**config.mk**
```make
export PLATFORM = sky130hd
export DESIGN_NAME = uart_axi_fifo
export DESIGN_NICKNAME = d
export VERILOG_FILES = /design/src/rtl/uart_axi_fifo.sv
export SDC_FILE = /design/constraint.sdc
export NUM_CORES = 1
export LEC_CHECK = 0
export ABC_AREA = 1
export CAP_MARGIN = 5
export CORE_AREA = 4 4 184 186
export DETAILED_ROUTE_END_ITERATION = 8
export DIE_AREA = 0 0 188 190
export GPL_ROUTABILITY_DRIVEN = 1
export PLACE_DENSITY_LB_ADDON = 0.15
export SLEW_MARGIN = 40
export SYNTH_ARGS = -nofsm -noshare
export SYNTH_HDL_FRONTEND = slang
export SYNTH_SLANG_ARGS = --single-unit
```
**constraint.sdc**
```tcl
create_clock -name s_axi_aclk -period 2.5 [get_ports s_axi_aclk]
set_input_delay 0.625 -clock s_axi_aclk [delete_from_list [all_inputs] [get_ports s_axi_aclk]]
set_output_delay 0.625 -clock s_axi_aclk [all_outputs]
set_load 0.05 [all_outputs]
```
**src/rtl/uart_axi_fifo.sv**
```systemverilog
// AXI4-Lite UART with TX/RX byte FIFOs, optional parity and a level interrupt.
// Register map: 0x0 TXDATA, 0x4 RXDATA, 0x8 STATUS (W1C flags), 0xC CONTROL.
module uart_axi_fifo #(
    parameter int unsigned CLK_FREQUENCY      = 100_000_000,
    parameter int unsigned BAUD_RATE          = 115_200,
    parameter bit          PARITY_EN          = 1'b1,
    parameter bit          PARITY_ODD         = 1'b1,
    parameter int unsigned FIFO_DEPTH         = 16,
    parameter int unsigned C_S_AXI_ADDR_WIDTH = 4
) (
    input  logic                          s_axi_aclk,
    input  logic                          s_axi_aresetn,
    input  logic                          s_axi_awvalid,
    output logic                          s_axi_awready,
    input  logic [C_S_AXI_ADDR_WIDTH-1:0] s_axi_awaddr,
    input  logic [2:0]                    s_axi_awprot,
    input  logic                          s_axi_wvalid,
    output logic                          s_axi_wready,
    input  logic [31:0]                   s_axi_wdata,
    input  logic [3:0]                    s_axi_wstrb,
    output logic                          s_axi_bvalid,
    input  logic                          s_axi_bready,
    output logic [1:0]                    s_axi_bresp,
    input  logic                          s_axi_arvalid,
    output logic                          s_axi_arready,
    input  logic [C_S_AXI_ADDR_WIDTH-1:0] s_axi_araddr,
    input  logic [2:0]                    s_axi_arprot,
    output logic [31:0]                   s_axi_rdata,
    output logic [1:0]                    s_axi_rresp,
    output logic                          s_axi_rvalid,
    input  logic                          s_axi_rready,
    output logic                          tx_out,
    input  logic                          rx_in,
    output logic                          irq
);

    localparam int unsigned BIT_CYCLES = CLK_FREQUENCY / BAUD_RATE;
    localparam int unsigned CNT_W      = $clog2(BIT_CYCLES + 1);
    localparam int unsigned AW         = $clog2(FIFO_DEPTH);
    localparam int unsigned PW         = AW + 1;

    localparam logic [CNT_W-1:0] BIT_LAST  = CNT_W'(BIT_CYCLES - 1);
    localparam logic [CNT_W-1:0] HALF_LAST = CNT_W'(BIT_CYCLES / 2 - 1);

    localparam logic [1:0] A_TXDATA  = 2'd0;
    localparam logic [1:0] A_RXDATA  = 2'd1;
    localparam logic [1:0] A_STATUS  = 2'd2;
    localparam logic [1:0] A_CONTROL = 2'd3;

    typedef enum logic [2:0] {TxIdle, TxStart, TxData, TxParity, TxStop} tx_state_e;
    typedef enum logic [2:0] {RxIdle, RxStart, RxData, RxParity, RxStop} rx_state_e;

    // AXI handshake
    logic        r_bvalid;
    logic        r_rvalid;
    logic [31:0] r_rdata;
    logic        w_wr_acc;
    logic        w_rd_acc;
    logic [1:0]  w_awsel;
    logic [1:0]  w_arsel;
    logic [31:0] w_rdata;

    // Control and flags
    logic       r_rx_irq_en;
    logic       r_tx_irq_en;
    logic       r_tx_flush;
    logic       r_rx_flush;
    logic       r_tx_ovf;
    logic       r_rx_ovf;
    logic       r_parity_err;
    logic       r_frame_err;
    logic       r_irq;
    logic [3:0] w_clr;

    // FIFOs
    logic [7:0]    r_tx_mem [FIFO_DEPTH];
    logic [7:0]    r_rx_mem [FIFO_DEPTH];
    logic [PW-1:0] r_tx_wptr;
    logic [PW-1:0] r_tx_rptr;
    logic [PW-1:0] r_rx_wptr;
    logic [PW-1:0] r_rx_rptr;
    logic          w_tx_empty;
    logic          w_tx_full;
    logic          w_rx_empty;
    logic          w_rx_full;
    logic          w_tx_push_req;
    logic          w_tx_push;
    logic          w_tx_pop;
    logic          w_rx_push;
    logic          w_rx_pop;
    logic [7:0]    w_tx_head;
    logic [7:0]    w_rx_head;

    // TX engine
    tx_state_e        r_tx_state;
    tx_state_e        w_tx_state_d;
    logic [CNT_W-1:0] r_tx_cnt;
    logic [CNT_W-1:0] w_tx_cnt_d;
    logic [2:0]       r_tx_bit;
    logic [2:0]       w_tx_bit_d;
    logic [7:0]       r_tx_data;
    logic [7:0]       w_tx_data_d;
    logic             r_tx_par;
    logic             w_tx_par_d;
    logic             r_tx_out;
    logic             w_tx_out_d;
    logic             w_tx_busy;

    // RX engine
    logic [1:0]       r_rx_sync;
    logic             r_rx_prev;
    logic             w_rx_line;
    rx_state_e        r_rx_state;
    rx_state_e        w_rx_state_d;
    logic [CNT_W-1:0] r_rx_cnt;
    logic [CNT_W-1:0] w_rx_cnt_d;
    logic [2:0]       r_rx_bit;
    logic [2:0]       w_rx_bit_d;
    logic [7:0]       r_rx_data;
    logic [7:0]       w_rx_data_d;
    logic             r_rx_par;
    logic             w_rx_par_d;
    logic             w_rx_good;
    logic             w_rx_perr_set;
    logic             w_rx_ferr_set;
    logic             w_rx_ovf_set;
    logic             w_tx_ovf_set;

    logic w_unused;
    assign w_unused = ^{s_axi_awprot, s_axi_arprot, s_axi_wstrb, s_axi_wdata[31:8],
                        s_axi_awaddr[1:0], s_axi_araddr[1:0]};

    // ------------------------------------------------------------------ AXI
    // Ready is gated by reset so nothing handshakes while the block is held in reset.
    assign w_wr_acc = s_axi_aresetn & s_axi_awvalid & s_axi_wvalid & ~r_bvalid;
    assign w_rd_acc = s_axi_aresetn & s_axi_arvalid & ~r_rvalid;
    assign w_awsel  = s_axi_awaddr[3:2];
    assign w_arsel  = s_axi_araddr[3:2];

    assign s_axi_awready = w_wr_acc;
    assign s_axi_wready  = w_wr_acc;
    assign s_axi_arready = w_rd_acc;
    assign s_axi_bvalid  = r_bvalid;
    assign s_axi_bresp   = 2'b00;
    assign s_axi_rvalid  = r_rvalid;
    assign s_axi_rdata   = r_rdata;
    assign s_axi_rresp   = 2'b00;

    always_comb begin
        w_rdata = 32'h0;
        case (w_arsel)
            A_RXDATA:  w_rdata = w_rx_empty ? 32'h0 : {24'h0, w_rx_head};
            A_STATUS:  w_rdata = {23'h0, w_tx_busy, r_frame_err, r_parity_err, r_rx_ovf,
                                  r_tx_ovf, w_rx_empty, w_rx_full, w_tx_empty, w_tx_full};
            A_CONTROL: w_rdata = {30'h0, r_tx_irq_en, r_rx_irq_en};
            default:   w_rdata = 32'h0;
        endcase
    end

    always_ff @(posedge s_axi_aclk or negedge s_axi_aresetn) begin
        if (!s_axi_aresetn) begin
            r_bvalid <= 1'b0;
            r_rvalid <= 1'b0;
            r_rdata  <= 32'h0;
        end else begin
            if (w_wr_acc) r_bvalid <= 1'b1;
            else if (s_axi_bready) r_bvalid <= 1'b0;
            if (w_rd_acc) begin
                r_rvalid <= 1'b1;
                r_rdata  <= w_rdata;
            end else if (s_axi_rready) begin
                r_rvalid <= 1'b0;
            end
        end
    end

    // ------------------------------------------------------ control / flags
    assign w_clr = (w_wr_acc && w_awsel == A_STATUS) ? s_axi_wdata[7:4] : 4'h0;

    always_ff @(posedge s_axi_aclk or negedge s_axi_aresetn) begin
        if (!s_axi_aresetn) begin
            r_rx_irq_en  <= 1'b0;
            r_tx_irq_en  <= 1'b0;
            r_tx_flush   <= 1'b0;
            r_rx_flush   <= 1'b0;
            r_tx_ovf     <= 1'b0;
            r_rx_ovf     <= 1'b0;
            r_parity_err <= 1'b0;
            r_frame_err  <= 1'b0;
            r_irq        <= 1'b0;
        end else begin
            r_tx_flush <= 1'b0;
            r_rx_flush <= 1'b0;
            if (w_wr_acc && w_awsel == A_CONTROL) begin
                r_rx_irq_en <= s_axi_wdata[0];
                r_tx_irq_en <= s_axi_wdata[1];
                r_tx_flush  <= s_axi_wdata[2];
                r_rx_flush  <= s_axi_wdata[3];
            end
            // Set wins over a coincident W1C clear.
            r_tx_ovf     <= w_tx_ovf_set  | (r_tx_ovf     & ~w_clr[0]);
            r_rx_ovf     <= w_rx_ovf_set  | (r_rx_ovf     & ~w_clr[1]);
            r_parity_err <= w_rx_perr_set | (r_parity_err & ~w_clr[2]);
            r_frame_err  <= w_rx_ferr_set | (r_frame_err  & ~w_clr[3]);
            r_irq        <= (r_rx_irq_en & ~w_rx_empty) | (r_tx_irq_en & w_tx_empty);
        end
    end

    assign irq = r_irq;

    // ---------------------------------------------------------------- FIFOs
    assign w_tx_empty = (r_tx_wptr == r_tx_rptr);
    assign w_tx_full  = (r_tx_wptr[AW] != r_tx_rptr[AW]) &&
                        (r_tx_wptr[AW-1:0] == r_tx_rptr[AW-1:0]);
    assign w_rx_empty = (r_rx_wptr == r_rx_rptr);
    assign w_rx_full  = (r_rx_wptr[AW] != r_rx_rptr[AW]) &&
                        (r_rx_wptr[AW-1:0] == r_rx_rptr[AW-1:0]);
    assign w_tx_head  = r_tx_mem[r_tx_rptr[AW-1:0]];
    assign w_rx_head  = r_rx_mem[r_rx_rptr[AW-1:0]];

    // A pop in the same cycle frees the slot, so a push into a full FIFO still lands.
    assign w_tx_push_req = w_wr_acc && (w_awsel == A_TXDATA);
    assign w_tx_push     = w_tx_push_req && (!w_tx_full || w_tx_pop);
    assign w_tx_ovf_set  = w_tx_push_req && !w_tx_push;
    assign w_rx_pop      = w_rd_acc && (w_arsel == A_RXDATA) && !w_rx_empty;
    assign w_rx_push     = w_rx_good && (!w_rx_full || w_rx_pop);
    assign w_rx_ovf_set  = w_rx_good && !w_rx_push;

    always_ff @(posedge s_axi_aclk) begin
        if (w_tx_push) r_tx_mem[r_tx_wptr[AW-1:0]] <= s_axi_wdata[7:0];
        if (w_rx_push) r_rx_mem[r_rx_wptr[AW-1:0]] <= r_rx_data;
    end

    always_ff @(posedge s_axi_aclk or negedge s_axi_aresetn) begin
        if (!s_axi_aresetn) begin
            r_tx_wptr <= '0;
            r_tx_rptr <= '0;
            r_rx_wptr <= '0;
            r_rx_rptr <= '0;
        end else begin
            if (w_tx_push) r_tx_wptr <= r_tx_wptr + PW'(1);
            if (r_tx_flush) r_tx_rptr <= r_tx_wptr;
            else if (w_tx_pop) r_tx_rptr <= r_tx_rptr + PW'(1);
            if (w_rx_push) r_rx_wptr <= r_rx_wptr + PW'(1);
            if (r_rx_flush) r_rx_rptr <= r_rx_wptr;
            else if (w_rx_pop) r_rx_rptr <= r_rx_rptr + PW'(1);
        end
    end

    // ------------------------------------------------------------------- TX
    assign w_tx_busy = (r_tx_state != TxIdle);
    assign tx_out    = r_tx_out;

    always_comb begin
        w_tx_state_d = r_tx_state;
        w_tx_cnt_d   = r_tx_cnt + CNT_W'(1);
        w_tx_bit_d   = r_tx_bit;
        w_tx_data_d  = r_tx_data;
        w_tx_par_d   = r_tx_par;
        w_tx_pop     = 1'b0;
        unique case (r_tx_state)
            TxIdle: begin
                w_tx_cnt_d = '0;
                if (!w_tx_empty) begin
                    w_tx_pop     = 1'b1;
                    w_tx_data_d  = w_tx_head;
                    w_tx_par_d   = (^w_tx_head) ^ PARITY_ODD;
                    w_tx_state_d = TxStart;
                end
            end
            TxStart: if (r_tx_cnt == BIT_LAST) begin
                w_tx_cnt_d   = '0;
                w_tx_bit_d   = 3'd0;
                w_tx_state_d = TxData;
            end
            TxData: if (r_tx_cnt == BIT_LAST) begin
                w_tx_cnt_d = '0;
                if (r_tx_bit == 3'd7) w_tx_state_d = PARITY_EN ? TxParity : TxStop;
                else w_tx_bit_d = r_tx_bit + 3'd1;
            end
            TxParity: if (r_tx_cnt == BIT_LAST) begin
                w_tx_cnt_d   = '0;
                w_tx_state_d = TxStop;
            end
            TxStop: if (r_tx_cnt == BIT_LAST) begin
                w_tx_cnt_d   = '0;
                w_tx_state_d = TxIdle;
                // Chain straight into the next start bit to avoid an idle gap.
                if (!w_tx_empty) begin
                    w_tx_pop     = 1'b1;
                    w_tx_data_d  = w_tx_head;
                    w_tx_par_d   = (^w_tx_head) ^ PARITY_ODD;
                    w_tx_state_d = TxStart;
                end
            end
            default: w_tx_state_d = TxIdle;
        endcase

        case (w_tx_state_d)
            TxStart:  w_tx_out_d = 1'b0;
            TxData:   w_tx_out_d = w_tx_data_d[w_tx_bit_d];
            TxParity: w_tx_out_d = w_tx_par_d;
            default:  w_tx_out_d = 1'b1;
        endcase
    end

    always_ff @(posedge s_axi_aclk or negedge s_axi_aresetn) begin
        if (!s_axi_aresetn) begin
            r_tx_state <= TxIdle;
            r_tx_cnt   <= '0;
            r_tx_bit   <= 3'd0;
            r_tx_data  <= 8'h0;
            r_tx_par   <= 1'b0;
            r_tx_out   <= 1'b1;
        end else begin
            r_tx_state <= w_tx_state_d;
            r_tx_cnt   <= w_tx_cnt_d;
            r_tx_bit   <= w_tx_bit_d;
            r_tx_data  <= w_tx_data_d;
            r_tx_par   <= w_tx_par_d;
            r_tx_out   <= w_tx_out_d;
        end
    end

    // ------------------------------------------------------------------- RX
    assign w_rx_line = r_rx_sync[1];

    always_comb begin
        w_rx_state_d  = r_rx_state;
        w_rx_cnt_d    = r_rx_cnt + CNT_W'(1);
        w_rx_bit_d    = r_rx_bit;
        w_rx_data_d   = r_rx_data;
        w_rx_par_d    = r_rx_par;
        w_rx_good     = 1'b0;
        w_rx_perr_set = 1'b0;
        w_rx_ferr_set = 1'b0;
        unique case (r_rx_state)
            RxIdle: begin
                w_rx_cnt_d = '0;
                if (r_rx_prev && !w_rx_line) w_rx_state_d = RxStart;
            end
            RxStart: if (r_rx_cnt == HALF_LAST) begin
                w_rx_cnt_d   = '0;
                w_rx_bit_d   = 3'd0;
                w_rx_state_d = w_rx_line ? RxIdle : RxData;
            end
            RxData: if (r_rx_cnt == BIT_LAST) begin
                w_rx_cnt_d  = '0;
                w_rx_data_d = {w_rx_line, r_rx_data[7:1]};
                if (r_rx_bit == 3'd7) w_rx_state_d = PARITY_EN ? RxParity : RxStop;
                else w_rx_bit_d = r_rx_bit + 3'd1;
            end
            RxParity: if (r_rx_cnt == BIT_LAST) begin
                w_rx_cnt_d   = '0;
                w_rx_par_d   = w_rx_line;
                w_rx_state_d = RxStop;
            end
            RxStop: if (r_rx_cnt == BIT_LAST) begin
                // Back to idle at mid-stop so the next start edge is never missed.
                w_rx_cnt_d   = '0;
                w_rx_state_d = RxIdle;
                if (!w_rx_line) w_rx_ferr_set = 1'b1;
                else if (PARITY_EN && (r_rx_par != ((^r_rx_data) ^ PARITY_ODD)))
                    w_rx_perr_set = 1'b1;
                else w_rx_good = 1'b1;
            end
            default: w_rx_state_d = RxIdle;
        endcase
    end

    always_ff @(posedge s_axi_aclk or negedge s_axi_aresetn) begin
        if (!s_axi_aresetn) begin
            r_rx_sync  <= 2'b11;
            r_rx_prev  <= 1'b1;
            r_rx_state <= RxIdle;
            r_rx_cnt   <= '0;
            r_rx_bit   <= 3'd0;
            r_rx_data  <= 8'h0;
            r_rx_par   <= 1'b0;
        end else begin
            r_rx_sync  <= {r_rx_sync[0], rx_in};
            r_rx_prev  <= w_rx_line;
            r_rx_state <= w_rx_state_d;
            r_rx_cnt   <= w_rx_cnt_d;
            r_rx_bit   <= w_rx_bit_d;
            r_rx_data  <= w_rx_data_d;
            r_rx_par   <= w_rx_par_d;
        end
    end

endmodule

```
==> impl_metrics.ini <==
[run_status]
status = completed

[die]
floorplan.die.width_um = 188
coreArea_mm2 = 0.03229
dieHeight_um = 190
floorplan.rows = 66
initial_utilization = 0.4922
io-pin-count = 101
die-area_mm2 = 0.03572

[critical_path]
slowest_delay_ps = 790
cp.arrival_ps = 1810
critPathKind = register to output port
crit_end_element = output port
required_ps = 1880
crit_family = buffers and inverters
worstSetupPathDepth = 1
crit_path_top_delay_cell = sky130_fd_sc_hd__clkdlybuf4s50_1
cp_cell_sequence = clkdlybuf4s50_1
r2r_slack_ps = 200
r2r-end = tx_out
worst_r2r_startpoint = r_tx_rptr[1]
crit_buf_inv = 1
critical_path.max_fanout = 1
crit_path_start_kind = register
worst-r2r-cell-count = 16

[layout]
nets = 1786
antenna_cells = 0
sequential_cell_area_mm2 = 0.01005
area.growth.synth_to_final_pct = 17.37
layout-drive-gt1-share = 0.1285
multi_input_area_mm2 = 0.004756
post-route-util = 0.5778
final.fill_count = 2754
design_area_mm2 = 0.01866

[power_and_ir_drop]
sequentialPowerShare = 0.387
clkPwrFrac = 0.342
switching_share = 0.3267
combinationalPowerShare = 0.270
vdd_ir_drop_max_v = 0.0005338
total_leakage_power_uw = 0.008203
power.internal_uw = 11560
p_total_uw = 17160
switchingPower_uw = 5606
power_density_mw_per_mm2 = 919.9

[yosys]
synth-warning-count = 0
synth-simple-area-share = 0.1923
synth_xor_xnor_area_share = 0.01433
synth-compound-area-share = 0.06746
syn_area_mm2 = 0.01589
adder_cell_area_share_of_the_yosys_netlist = 0.01260
synth-seq-area-share = 0.6320
synth_cells = 1584
dominant_combinational_cell_family_by_area_after_synthesis = simple AND/OR/NAND/NOR gates
post_synth.cell_area_avg_um2 = 10.03
synth.area.mux_share = 0.005668
synth_seq_cells = 350
synthDistinctLibCells = 49

[clocking]
cts_post_setup_buffers_inserted = 0
cts_tree = yes
clk_pin_slew_worst_paths_ps = 50
cts_max_path_buffers = 3
htree_levels = 2
insertion_delay_ps = 530
clock_sink_count = 350
clockRootBuffer = sky130_fd_sc_hd__clkbuf_16
cts_buffer_count = 39

[min_path]
worst_hold_path_type = input pin to asynchronous set/reset pin

[sta]
finClkSkew_ps = 20.22
post-route-min-period_ps = 2437
post-route-period-util = 0.9750
hold_viol = 0
report.final.setup_viol = 0
rsz_0062_raised_after_global_routing = no
max-slew-margin-rel = 0.5804
timing_max_transition_violations_final = 0
worst_margin_pin_slew_ps = 629.4
fmaxAchievable_mhz = 410.3
setup_slack_ps = 62.52

[placement]
placement.io_buffers = 35
post-place-ws_ps = -129.0
dp.final_hpwl_um = 25080
rd_place_congestion = 0.8283
place_area_mm2 = 0.01730

[global_routing]
antenna_found_initial = 0
grt_start_max_net_pins = 53
wire_length_of_the_first_global_routing_pass_um = 58460
grt.overflow.total = 0
first_global_vias = 10890
all_layer_gr_usage = 0.2056

[detailed_routing]
detailedRoute.firstPassIterationCount = 5
viasPerCell = 5.124
dr_total_vias = 11196
postRouteAntennaNets = 0
drt_first_iter_violations = 900
wl_um = 36990
detail_route.drc_violations = 0
routedWlPerCell_um = 16.93

[run]
cap_violations = 0
[sequential cells by signal, indices dropped and copies added (netlist names), 2 cells and up]
name and cells:
r_rx_mem 128, r_tx_mem 128, r_rx_cnt 10, r_tx_cnt 10, s_axi_rdata 9, r_rx_data 8, r_tx_data 8, r_rx_rptr 5
r_rx_wptr 5, r_tx_rptr 5, r_tx_wptr 5, r_rx_bit 3, r_rx_state 3, r_tx_bit 3, r_tx_state 3, r_rx_sync 2
[power by group through the flow]
stage               logic (uW)  registers (uW)  clock network (uW)
floorplan                 3020            6880                   0
global placement          4570            6750                   0
detailed placement        4630            6760                   0
CTS                       4650            6650                5980
global route              5200            6680                6240
finish                    4640            6650                5880
[layout make-up]
type | count | area share
Sequential cell | 350 | 0.5386
Multi-Input combinational cell | 988 | 0.2549
Tap cell | 442 | 0.02964
Timing Repair Buffer | 140 | 0.06600
Clock buffer | 54 | 0.05922
Clock inverter | 18 | 0.01268
Inverter | 193 | 0.03897
[repair_timing]
item | 4_1_cts | 5_1_grt
endpoints found under the hold margin | 5 | 0
hold buffers | 1 | 0
endpoints found under the setup margin | 0 | 96
resized for setup | 0 | 3
[cell usage in the layout, fill, tap and decap left out, types with 6 or more instances in the layout]
master                            instances
sky130_fd_sc_hd__o21ai_1                 17
sky130_fd_sc_hd__inv_1                  171
sky130_fd_sc_hd__clkdlybuf4s50_1         31
sky130_fd_sc_hd__mux2_2                   8
sky130_fd_sc_hd__xor2_1                  16
sky130_fd_sc_hd__clkbuf_16               41
sky130_fd_sc_hd__xnor2_1                 10
sky130_fd_sc_hd__clkinv_2                 6
sky130_fd_sc_hd__clkinv_1                 6
sky130_fd_sc_hd__edfxtp_1               256
sky130_fd_sc_hd__a21oi_1                 20
sky130_fd_sc_hd__ha_1                    16
sky130_fd_sc_hd__o221ai_1                14
sky130_fd_sc_hd__nand2_2                  7
sky130_fd_sc_hd__nor3_1                  17
sky130_fd_sc_hd__buf_4                  100
sky130_fd_sc_hd__nand3_1                121
sky130_fd_sc_hd__conb_1                  27
sky130_fd_sc_hd__nor2_1                 189
sky130_fd_sc_hd__dfrtp_1                 88
sky130_fd_sc_hd__clkbuf_1                10
sky130_fd_sc_hd__nand4_1                 10
sky130_fd_sc_hd__buf_12                   8
sky130_fd_sc_hd__nand2_1                357
sky130_fd_sc_hd__nand2_4                  6
sky130_fd_sc_hd__o21ai_0                 99
sky130_fd_sc_hd__inv_2                   17
sky130_fd_sc_hd__o22ai_1                 18
[cells in the mapped netlist, drive strengths merged]
master,instances,area share
or2,1,0.00039
nand3b,1,0.00047
o31ai,1,0.00047
o21a,1,0.00047
nand4,10,0.0039
clkinv,4,0.00094
o211ai,4,0.0019
conb,1,0.00024
xor2,16,0.0088
inv,189,0.045
nand3,123,0.040
nand2,370,0.091
mux2,8,0.0057
a32o,2,0.0013
o221ai,14,0.0077
dfstp,4,0.0066
clkbuf,29,0.0069
nor2,195,0.048
nor3b,1,0.00047
ha,16,0.013
o41ai,1,0.00055
dfrtp,90,0.14
o22ai,18,0.0071
nor4,3,0.0012
xnor2,10,0.0055
buf,50,0.023
o311ai,1,0.00055
nor3,19,0.0067
a221oi,2,0.0011
o21ai,116,0.037
a21oi,20,0.0063
a22oi,5,0.0024
a31oi,3,0.0012
edfxtp,256,0.48
[how the worst max path moves through the flow]
stage	slack (ps)	startpoint	endpoint
after global routing	3	r_rx_wptr[2]	r_rx_mem[2][3]
after CTS	40	tx_out	tx_out
after global placement	-100	s_axi_araddr[3]	r_rx_mem[6][2]
after floorplan	70	s_axi_rvalid	r_rx_mem[0][0]
final	60	tx_out	tx_out
after detailed placement	-130	s_axi_araddr[3]	r_rx_mem[2][2]
[metal layers]
metal | up-vias | global-route usage | routed length, um
met4 | 0 | 0.05082 | 672
met5 | - | 0 | 0
li1 | 5483 | - | -
met3 | 54 | 0.03890 | 2436
met2 | 315 | 0.3231 | 16920
met1 | 5344 | 0.2991 | 16970
[logic make-up after synthesis]
kind of cell	Yosys count
AO/OA/AOI/OAI	188
AND/OR/NAND/NOR	723
flip-flops	350
multiplexers	8
buffers and inverters	272
adder cells (fa/ha/maj)	16
other	1
XOR/XNOR	26
[per-stage QoR]
stage / std cells / hold WS [ps] / setup TNS, ps
finish: 2185 / 121.8 / 0
global route: 2185 / 111.0 / 0
CTS: 2185 / 115.1 / 0
detailed placement: 2112 / 350.9 / -12920
global placement: 2112 / 349.3 / -8423
floorplan: 1610 / 329.4 / 0
Power figures use the tool's default switching activity.
